[config.mk]
export PLATFORM = sky130hd
export DESIGN_NAME = seg_to_bcd_reader_flat
export DESIGN_NICKNAME = d
export VERILOG_FILES = /design/src/rtl/seg_to_bcd_reader_if.sv /design/src/rtl/seg_to_bcd_reader.sv /design/src/flat_wrapper.sv
export SDC_FILE = /design/constraint.sdc
export NUM_CORES = 1
export LEC_CHECK = 0
export CAP_MARGIN = 5
export CORE_MARGIN = 10
export CORE_UTILIZATION = 39
export CTS_BUF_LIST = sky130_fd_sc_hd__clkbuf_4 sky130_fd_sc_hd__clkbuf_8
export DETAILED_ROUTE_END_ITERATION = 10
export PLACE_DENSITY = 0.58
export SETUP_SLACK_MARGIN = 0.5
export SLEW_MARGIN = 20
export SYNTH_ARGS = -nofsm -noshare
export SYNTH_HDL_FRONTEND = slang
export SYNTH_SLANG_ARGS = --single-unit
[constraint.sdc]
create_clock -name clk -period 2.3 [get_ports clk]
set_input_delay 0.46 -clock clk [delete_from_list [all_inputs] [get_ports clk]]
set_output_delay 0.46 -clock clk [all_outputs]
set_load 0.01 [all_outputs]
[src/rtl/seg_to_bcd_reader_if.sv]
// Token channel of the 7-segment read-back monitor: decoded digit, dp and
// error flag qualified by a ready/valid handshake.
interface seg_to_bcd_reader_if;
    logic       out_valid;
    logic       out_ready;
    logic [3:0] out_digit;
    logic       out_dp;
    logic       out_err;

    modport master (
        output out_valid,
        output out_digit,
        output out_dp,
        output out_err,
        input  out_ready
    );

    modport slave (
        input  out_valid,
        input  out_digit,
        input  out_dp,
        input  out_err,
        output out_ready
    );
endinterface

[src/rtl/seg_to_bcd_reader.sv]
// Debounces an 8-bit 7-segment drive pattern, decodes it back to BCD and emits one
// ready/valid token per newly stable pattern; illegal patterns are flagged and counted.
module seg_to_bcd_reader #(
    parameter int unsigned STABLE_CYCLES = 4,
    parameter int unsigned ERR_CNT_W     = 8
) (
    input  logic                  clk,
    input  logic                  reset,
    input  logic [7:0]            seg_in,
    input  logic                  sample_en,
    seg_to_bcd_reader_if.master   out_bus,
    output logic [ERR_CNT_W-1:0]  err_count
);

    typedef enum logic {
        TRACK = 1'b0,
        OUT   = 1'b1
    } state_t;

    typedef struct packed {
        logic       blank;
        logic       err;
        logic [3:0] digit;
    } dec_t;

    localparam logic [7:0] C_STABLE = 8'(STABLE_CYCLES);
    // Accept fires on the STABLE_CYCLES-th identical sample, when cnt still lags by two.
    localparam logic [7:0] C_ACCEPT = 8'(STABLE_CYCLES - 2);

    function automatic dec_t decode(input logic [6:0] pat);
        dec_t d;
        d.blank = 1'b0;
        d.err   = 1'b0;
        d.digit = 4'h0;
        case (pat)
            7'h3F: d.digit = 4'd0;
            7'h06: d.digit = 4'd1;
            7'h5B: d.digit = 4'd2;
            7'h4F: d.digit = 4'd3;
            7'h66: d.digit = 4'd4;
            7'h6D: d.digit = 4'd5;
            7'h7D: d.digit = 4'd6;
            7'h27: d.digit = 4'd7;
            7'h7F: d.digit = 4'd8;
            7'h67: d.digit = 4'd9;
            7'h00: d.blank = 1'b1;
            default: begin
                d.err   = 1'b1;
                d.digit = 4'hF;
            end
        endcase
        return d;
    endfunction

    state_t               r_state;
    logic [7:0]           r_seg_q;
    logic [7:0]           r_cnt;
    logic [6:0]           r_last_pat;
    logic                 r_out_valid;
    logic [3:0]           r_out_digit;
    logic                 r_out_dp;
    logic                 r_out_err;
    logic [ERR_CNT_W-1:0] r_err_count;

    state_t               w_state_next;
    logic [7:0]           w_seg_q_next;
    logic [7:0]           w_cnt_next;
    logic [6:0]           w_last_pat_next;
    logic                 w_out_valid_next;
    logic [3:0]           w_out_digit_next;
    logic                 w_out_dp_next;
    logic                 w_out_err_next;
    logic [ERR_CNT_W-1:0] w_err_count_next;
    dec_t                 w_dec;
    logic                 w_same;
    logic                 w_accept;

    assign w_dec    = decode(seg_in[6:0]);
    assign w_same   = (seg_in == r_seg_q);
    assign w_accept = (r_state == TRACK) && sample_en && w_same && (r_cnt == C_ACCEPT);

    always_comb begin
        // NOTE: every target gets its hold value first so no path can infer a latch.
        w_state_next     = r_state;
        w_seg_q_next     = r_seg_q;
        w_cnt_next       = r_cnt;
        w_last_pat_next  = r_last_pat;
        w_out_valid_next = r_out_valid;
        w_out_digit_next = r_out_digit;
        w_out_dp_next    = r_out_dp;
        w_out_err_next   = r_out_err;
        w_err_count_next = r_err_count;

        case (r_state)
            TRACK: begin
                if (sample_en) begin
                    w_seg_q_next = seg_in;
                    if (!w_same) begin
                        w_cnt_next = 8'd0;
                    end else if (r_cnt >= C_STABLE) begin
                        w_cnt_next = C_STABLE;
                    end else begin
                        w_cnt_next = r_cnt + 8'd1;
                    end
                end

                // A repeat of the last reported pattern (dp ignored) stays silent;
                // a blank only re-arms so the next digit is reported again.
                if (w_accept && (seg_in[6:0] != r_last_pat)) begin
                    if (w_dec.blank) begin
                        w_last_pat_next = 7'h00;
                    end else begin
                        w_last_pat_next  = seg_in[6:0];
                        w_out_digit_next = w_dec.digit;
                        w_out_dp_next    = seg_in[7];
                        w_out_err_next   = w_dec.err;
                        w_out_valid_next = 1'b1;
                        w_cnt_next       = 8'd0;
                        w_state_next     = OUT;
                        if (w_dec.err && (r_err_count != '1)) begin
                            w_err_count_next = r_err_count + ERR_CNT_W'(1);
                        end
                    end
                end
            end

            OUT: begin
                w_cnt_next = 8'd0;
                // Handover restarts tracking with the current sample as run start.
                if (out_bus.out_ready) begin
                    w_out_valid_next = 1'b0;
                    w_seg_q_next     = seg_in;
                    w_state_next     = TRACK;
                end
            end

            default: begin
                w_state_next = TRACK;
            end
        endcase
    end

    always_ff @(posedge clk or negedge reset) begin
        if (!reset) begin
            r_state     <= TRACK;
            r_seg_q     <= 8'h00;
            r_cnt       <= 8'd0;
            r_last_pat  <= 7'h00;
            r_out_valid <= 1'b0;
            r_out_digit <= 4'h0;
            r_out_dp    <= 1'b0;
            r_out_err   <= 1'b0;
            r_err_count <= '0;
        end else begin
            // NOTE: non-blocking updates so every register sees pre-edge values.
            r_state     <= w_state_next;
            r_seg_q     <= w_seg_q_next;
            r_cnt       <= w_cnt_next;
            r_last_pat  <= w_last_pat_next;
            r_out_valid <= w_out_valid_next;
            r_out_digit <= w_out_digit_next;
            r_out_dp    <= w_out_dp_next;
            r_out_err   <= w_out_err_next;
            r_err_count <= w_err_count_next;
        end
    end

    assign out_bus.out_valid = r_out_valid;
    assign out_bus.out_digit = r_out_digit;
    assign out_bus.out_dp    = r_out_dp;
    assign out_bus.out_err   = r_out_err;
    assign err_count         = r_err_count;

endmodule
[src/flat_wrapper.sv]
// flat-port wrapper written by rule: the top's interface ports become plain ports
module seg_to_bcd_reader_flat 
#(
    parameter int unsigned STABLE_CYCLES = 4,
    parameter int unsigned ERR_CNT_W     = 8
)
  (clk, reset, seg_in, sample_en, err_count, out_bus_out_valid, out_bus_out_digit, out_bus_out_dp, out_bus_out_err, out_bus_out_ready);
  seg_to_bcd_reader_if out_bus_i ();
  input  logic clk;
  input  logic reset;
  input  logic [7:0] seg_in;
  input  logic sample_en;
  output logic [ERR_CNT_W-1:0] err_count;
  output wire logic [$bits(out_bus_i.out_valid)-1:0] out_bus_out_valid;
  output wire logic [$bits(out_bus_i.out_digit)-1:0] out_bus_out_digit;
  output wire logic [$bits(out_bus_i.out_dp)-1:0] out_bus_out_dp;
  output wire logic [$bits(out_bus_i.out_err)-1:0] out_bus_out_err;
  input wire logic [$bits(out_bus_i.out_ready)-1:0] out_bus_out_ready;
  assign out_bus_out_valid = out_bus_i.out_valid;
  assign out_bus_out_digit = out_bus_i.out_digit;
  assign out_bus_out_dp = out_bus_i.out_dp;
  assign out_bus_out_err = out_bus_i.out_err;
  assign out_bus_i.out_ready = out_bus_out_ready;
  seg_to_bcd_reader #(.STABLE_CYCLES(STABLE_CYCLES), .ERR_CNT_W(ERR_CNT_W)) u_core (.clk(clk), .reset(reset), .seg_in(seg_in), .sample_en(sample_en), .out_bus(out_bus_i), .err_count(err_count));
endmodule
* Word-level counts from Yosys, hierarchy flattened *
Index checks and enable logic that the tools add are counted.

word-level totals
  register bits = 39
  bits of input ports = 12
  output and inout port bits = 15
  word-level logic and storage cells = 66

operators by class
  add/subtract/negate cells = 2
  order comparisons = 1
  equality and inequality tests = 18
  mux-type cells = 21
  bitwise gates (word level) = 2
  reduce and logical (&&, ||, !) cells = 13

operator list
  kind                                                                                  count
  8-bit 2-to-1 mux                                                                      7
  7-bit equality test (second input constant)                                           7
  4-bit case mux with 10 select lines                                                   1
  8-bit case mux with 2 select lines                                                    2
  8-bit by 1-bit adder with 8-bit output (second input constant)                        2
  7-bit by 6-bit equality test with 1-bit output (second input constant)                2
  11-bit OR reduction                                                                   1
  8-bit by 2-bit equality test with 1-bit output (second input constant)                1
  8-bit equality test                                                                   1
  8-bit by 3-bit greater-or-equal comparator with 1-bit output (second input constant)  1
  1-bit 2-to-1 mux                                                                      8
  2-bit inequality test (second input constant)                                         4
  8-bit inequality test (second input constant)                                         1
  7-bit by 3-bit equality test with 1-bit output (second input constant)                1
  7-bit zero test                                                                       1
  7-bit 2-to-1 mux                                                                      1
  7-bit inequality test                                                                 1
  3-bit AND reduction                                                                   2
  1-bit logical AND                                                                     5
  1-bit case mux with 2 select lines                                                    2
  2-bit AND reduction                                                                   2
  4-bit AND reduction                                                                   1
  1-bit NOT                                                                             2
  2-bit OR reduction                                                                    1

* Depth between registers and ports, before layout *
  depth in word-level cells = 7
  depth in mapped cells = 8
  mapped depth without buffers = 5

* Worst setup path after synthesis *
No wires, ideal clock.

  kind = input to register
  from = input port seg_in[2]
  to = register u_core.r_err_count[1], in the netlist u_core.err_count[1]
  library setup time = 0.128 ns
  arrival = 2.190 ns
  data required time = 2.172 ns
  path slack = -0.017 ns
  cell stages on the path = 7
  path buffers = 2
  cells stage by stage = buf_6 -> xor2_2 -> nor4_4 -> or4b_1 -> buf_6 -> nor4_4 -> mux2_1

between the ends
  longest elaborated chain between the ends = 5
  elaborated cells between the ends (all ways) = 22
  those cells by class = eq/ne: 12; mux: 2; bitwise: 1; reduce/logical: 7

ends and longest elaborated chain
  what                                                                              RTL line                                            RTL
  start, declared                                                                   flat_wrapper.sv:11                                  input logic [7:0] seg_in;
  7-bit by 6-bit equality test with 1-bit output, or another cell as far along      seg_to_bcd_reader.sv:35                             case (pat)
  11-bit OR reduction (no source line) / 1-bit logical AND (equally long branches)  -
  1-bit 2-to-1 mux / 1-bit logical AND (equally long branches)                      seg_to_bcd_reader.sv:35, seg_to_bcd_reader.sv:80
  1-bit logical AND (on tied branches)                                              seg_to_bcd_reader.sv:120, seg_to_bcd_reader.sv:109
  4-bit AND reduction (no source line) *                                            -
  end signal, assigned                                                              seg_to_bcd_reader.sv:164                            r_err_count <= w_err_count_next;
  end, declared                                                                     seg_to_bcd_reader.sv:63                             logic [ERR_CNT_W-1:0] r_err_count;

Mark *: on every way between the ends. The rest lies on a longest branch, timed or not.
A chain may end at the register's enable or synchronous reset.

* Worst setup path after layout *
  from = register u_core.r_seg_q[2]
  to = register u_core.r_err_count[6], in the netlist u_core.err_count[6]

between the ends
  longest elaborated chain between the ends = 5

ends and longest elaborated chain
  what                                  RTL line                  RTL
  start, declared                       seg_to_bcd_reader.sv:56   logic [7:0] r_seg_q;
  start signal, assigned                seg_to_bcd_reader.sv:157  r_seg_q <= w_seg_q_next;
  8-bit equality test                   seg_to_bcd_reader.sv:79   assign w_same = (seg_in == r_seg_q);
  1-bit logical AND (2 in a row)        seg_to_bcd_reader.sv:80   assign w_accept = (r_state == TRACK) && sample_en && w_same && (r_cnt == C_ACCEPT);
  1-bit logical AND                     seg_to_bcd_reader.sv:109  if (w_accept && (seg_in[6:0] != r_last_pat)) begin
  4-bit AND reduction (no source line)  -

Every way passes these cells.

==> results.yml <==
global_routing:
  grt_max_degree: 22
  gr-total-overflow: 0
  grt_pass1_vias: 1970
  grt_first_pass_wirelength_um: 9853
  grt_use_total: 0.1340
  antenna_found_initial: 0
synthesis:
  netlist_area_um2: 2275
  synth-seq-cells: 39
  synth.area.top_cells: "dfrtp_1 (43%), mux2_2 (6.9%), xnor2_1 (5.8%)"
  synth-seq-area-share: 0.4290
  syn-num-nets: 230
  postSynthAreaPerCell_um2: 10.63
  async_flop_share: 1.000
  synthDistinctLibCells: 49
  synth_cells: 214
  synth_flop_cell: "dfrtp_1"
  synth_top_area_cell: "dfrtp_1"
  synth_edf_count: 0
  netlist.area_leader.share: 0.4290
  synth_warnings: 0
sta:
  setup_ws_ns: 0.1035
  skew_ns: 0.008285
  slew_headroom: 0.5767
  rsz0062_at_grt: "yes"
  worst_pin_slew_ns: 0.6349
  drv_slew: 0
  timing.final.hold_violations: 0
  whs_ns: 0.1238
  finalSetupViolCount: 0
  finalCritPeriodShare: 0.9550
  fmax_mhz: 455.3
  finalCriticalPeriod_ns: 2.196
clock_tree:
  cts_tree: "built"
  clock_path_buffers: 2
  root_buffer: "clkbuf_8"
  clkLatencyLatePin_ns: 0.29
  path_clk_slew_ns: 0.08
  cts_hold_buf: 0
  cts_buffers: 5
  htreeDepth: 2
  cts_sinks: 39
layout:
  layout_common_cells: "buf_4 (41), dfrtp_1 (39), clkdlybuf4s50_1 (16)"
  nNetsFinal: 305
  layout-drive-gt1-share: 0.4379
  area_delta_synth_final_pct: 54.24
  n_antenna_cell: 0
  final_common_cell: "buf_4"
  finish.instance_area_um2: 3508
  fill_cells: 433
placement:
  hpwlAfterDp_um: 4164
  post_dp_cell_area_um2: 2902
  finalWeightedCongestion: 0.8296
  dp_slack_ns: -0.4982
  port_buffers: 26
setup_path:
  path_common_cell: "nor4_4"
  r2r_start: "u_core.r_seg_q[2]$_DFFE_PN0P_"
  critPathRequiredTime_ns: 2.48
  crit_slowest_cell: "or4b_4"
  reg2reg_to: "u_core.err_count[6]$_DFFE_PN0P_"
  crit_fanout: 5
  cp_num_buf_inv: 1
  worst_setup_path_start_kind: "flip-flop"
  cpPeakStageDelay_ns: 0.50
  worstSetupPathType: "flip-flop to flip-flop"
  path_cells: "xor2_2, nor4_4, or4b_4, buf_8, nor4_4, mux2_1"
  crit_path_end_kind: "flip-flop"
  critical_path_depth: 6
  arrival_ns: 2.38
  rrSetupSlack_ns: 0.10
  critPathTopFamily: "simple AND/OR/NAND/NOR gates"
  reg2reg_depth: 6
drt:
  vias: 1932
  dr.first_iter.drc_count: 79
  vias_per_cell: 5.337
  wire_per_inst_um: 16.61
  drtPass1Iterations: 4
  routed_wl_um: 6014
  drtAntennaViolNets: 0
  route.detailed.drc: 0
worst_hold_path:
  hold_path_class: "primary input to asynchronous set/reset pin"
floorplanning:
  dieArea_um2: 9287
  num_rows: 27
  fp.dieH_um: 96.37
  initial_core_util: 0.4081
  io_pins: 27
  core_um2: 5574
  die_x_um: 96.37
run_status:
  status: "finished clean"
pwr:
  leakagePower_nw: 1.490
  ir_worst_vdd_mv: 0.2095
  power_per_cell_area_nw_per_um2: 433.3
flow_run:
  maxCapViolCount: 0
==> cell usage after synthesis, drive strengths merged, types with 3 or more instances <==
master   count
dfrtp       39
and3         7
nor3         4
nand2b       3
o21ai        8
a2111oi      3
o2111ai      3
clkbuf       3
xor2        10
nor2         5
buf         12
inv          6
nand2       12
nand3        5
nor4        10
ha           4
o22ai        4
xnor2       15
mux2        19
nand4       13
==> what timing repair did <==
item | 4_1_cts | 5_1_grt
pin swaps | 20 | 15
hold endpoints to repair | 0 | 0
resized for setup | 72 | 19
buffers inserted | 13 | 7
endpoints found under the setup margin | 30 | 33
==> worst max path at each step <==
stage                                  startpoint                         endpoint
floorplan                               seg_in[5]  u_core.err_count[1]$_DFFE_PN0P_
CTS                 u_core.r_seg_q[2]$_DFFE_PN0P_  u_core.err_count[1]$_DFFE_PN0P_
global route            u_core.r_cnt[2]$_DFF_PN0_  u_core.err_count[6]$_DFFE_PN0P_
detailed placement                      seg_in[6]  u_core.err_count[5]$_DFFE_PN0P_
finish              u_core.r_seg_q[2]$_DFFE_PN0P_  u_core.err_count[6]$_DFFE_PN0P_
global placement                        seg_in[6]  u_core.err_count[5]$_DFFE_PN0P_
==> layer usage <==
| layer | vias up | wire (um) | GRT usage |
|---|---|---|---|
| met2 | 30 | 2952 | 0.2180 |
| met1 | 955 | 2756 | 0.1732 |
| li1 | 941 | - | - |
| met4 | 0 | 80 | 0.04479 |
| met3 | 6 | 225 | 0.02853 |
| met5 | - | 0 | 0 |
==> worst reg2reg max path: stages, from the launching register on <==
cell,delay (ns)
dfrtp_1,0.41
xor2_2,0.17
nor4_4,0.30
or4b_4,0.51
buf_8,0.16
nor4_4,0.21
mux2_1,0.34
==> logic make-up (layout without fill, tap and decap cells) <==
logic type | count (synthesis) | after routing | share of synthesized area
simple gates | 74 | 74 | 0.2085
flops | 39 | 39 | 0.4290
compound gates | 31 | 31 | 0.09572
xor+xnor | 25 | 25 | 0.09957
buf+inv | 21 | 97 | 0.04675
mux | 20 | 20 | 0.09846
fa+ha+maj | 4 | 4 | 0.02200
==> registers in the layout, indices dropped and copies added (netlist names) <==
name / cells
u_core.err_count: 8
u_core.out_bus.out_digit: 4
u_core.out_bus.out_dp: 1
u_core.out_bus.out_err: 1
u_core.out_bus.out_valid: 1
u_core.r_cnt: 8
u_core.r_last_pat: 7
u_core.r_seg_q: 8
u_core.r_state: 1
==> where the power goes <==
group	switching [mW]	total [mW]	internal (mW)
registers	0.0123	0.712	0.700
logic	0.111	0.214	0.104
clock network	0.243	0.594	0.351
total	0.366	1.52	1.15
==> area by class of cell <==
type                       count  area [um^2]  area share
clock inverter                 2        35.03    0.009986
timing repair buffer          83        769.5      0.2193
clock buffer                   6        82.58     0.02354
multi-input combinational    154         1533      0.4369
sequential                    39        975.9      0.2782
tap                           72        90.09     0.02568
inverter                       6        22.52    0.006419
==> stage by stage <==
stage               TNS [ns]  utilization  cells  total power, mW
finish                     0       0.6294    362            1.520
global route               0       0.6294    362            1.590
CTS                        0       0.6022    355            1.535
detailed placement    -10.20       0.5205    334           0.9168
global placement      -9.543       0.5205    334           0.9159
floorplan                  0            -    214           0.8279
(Power assumes the default switching activity.)
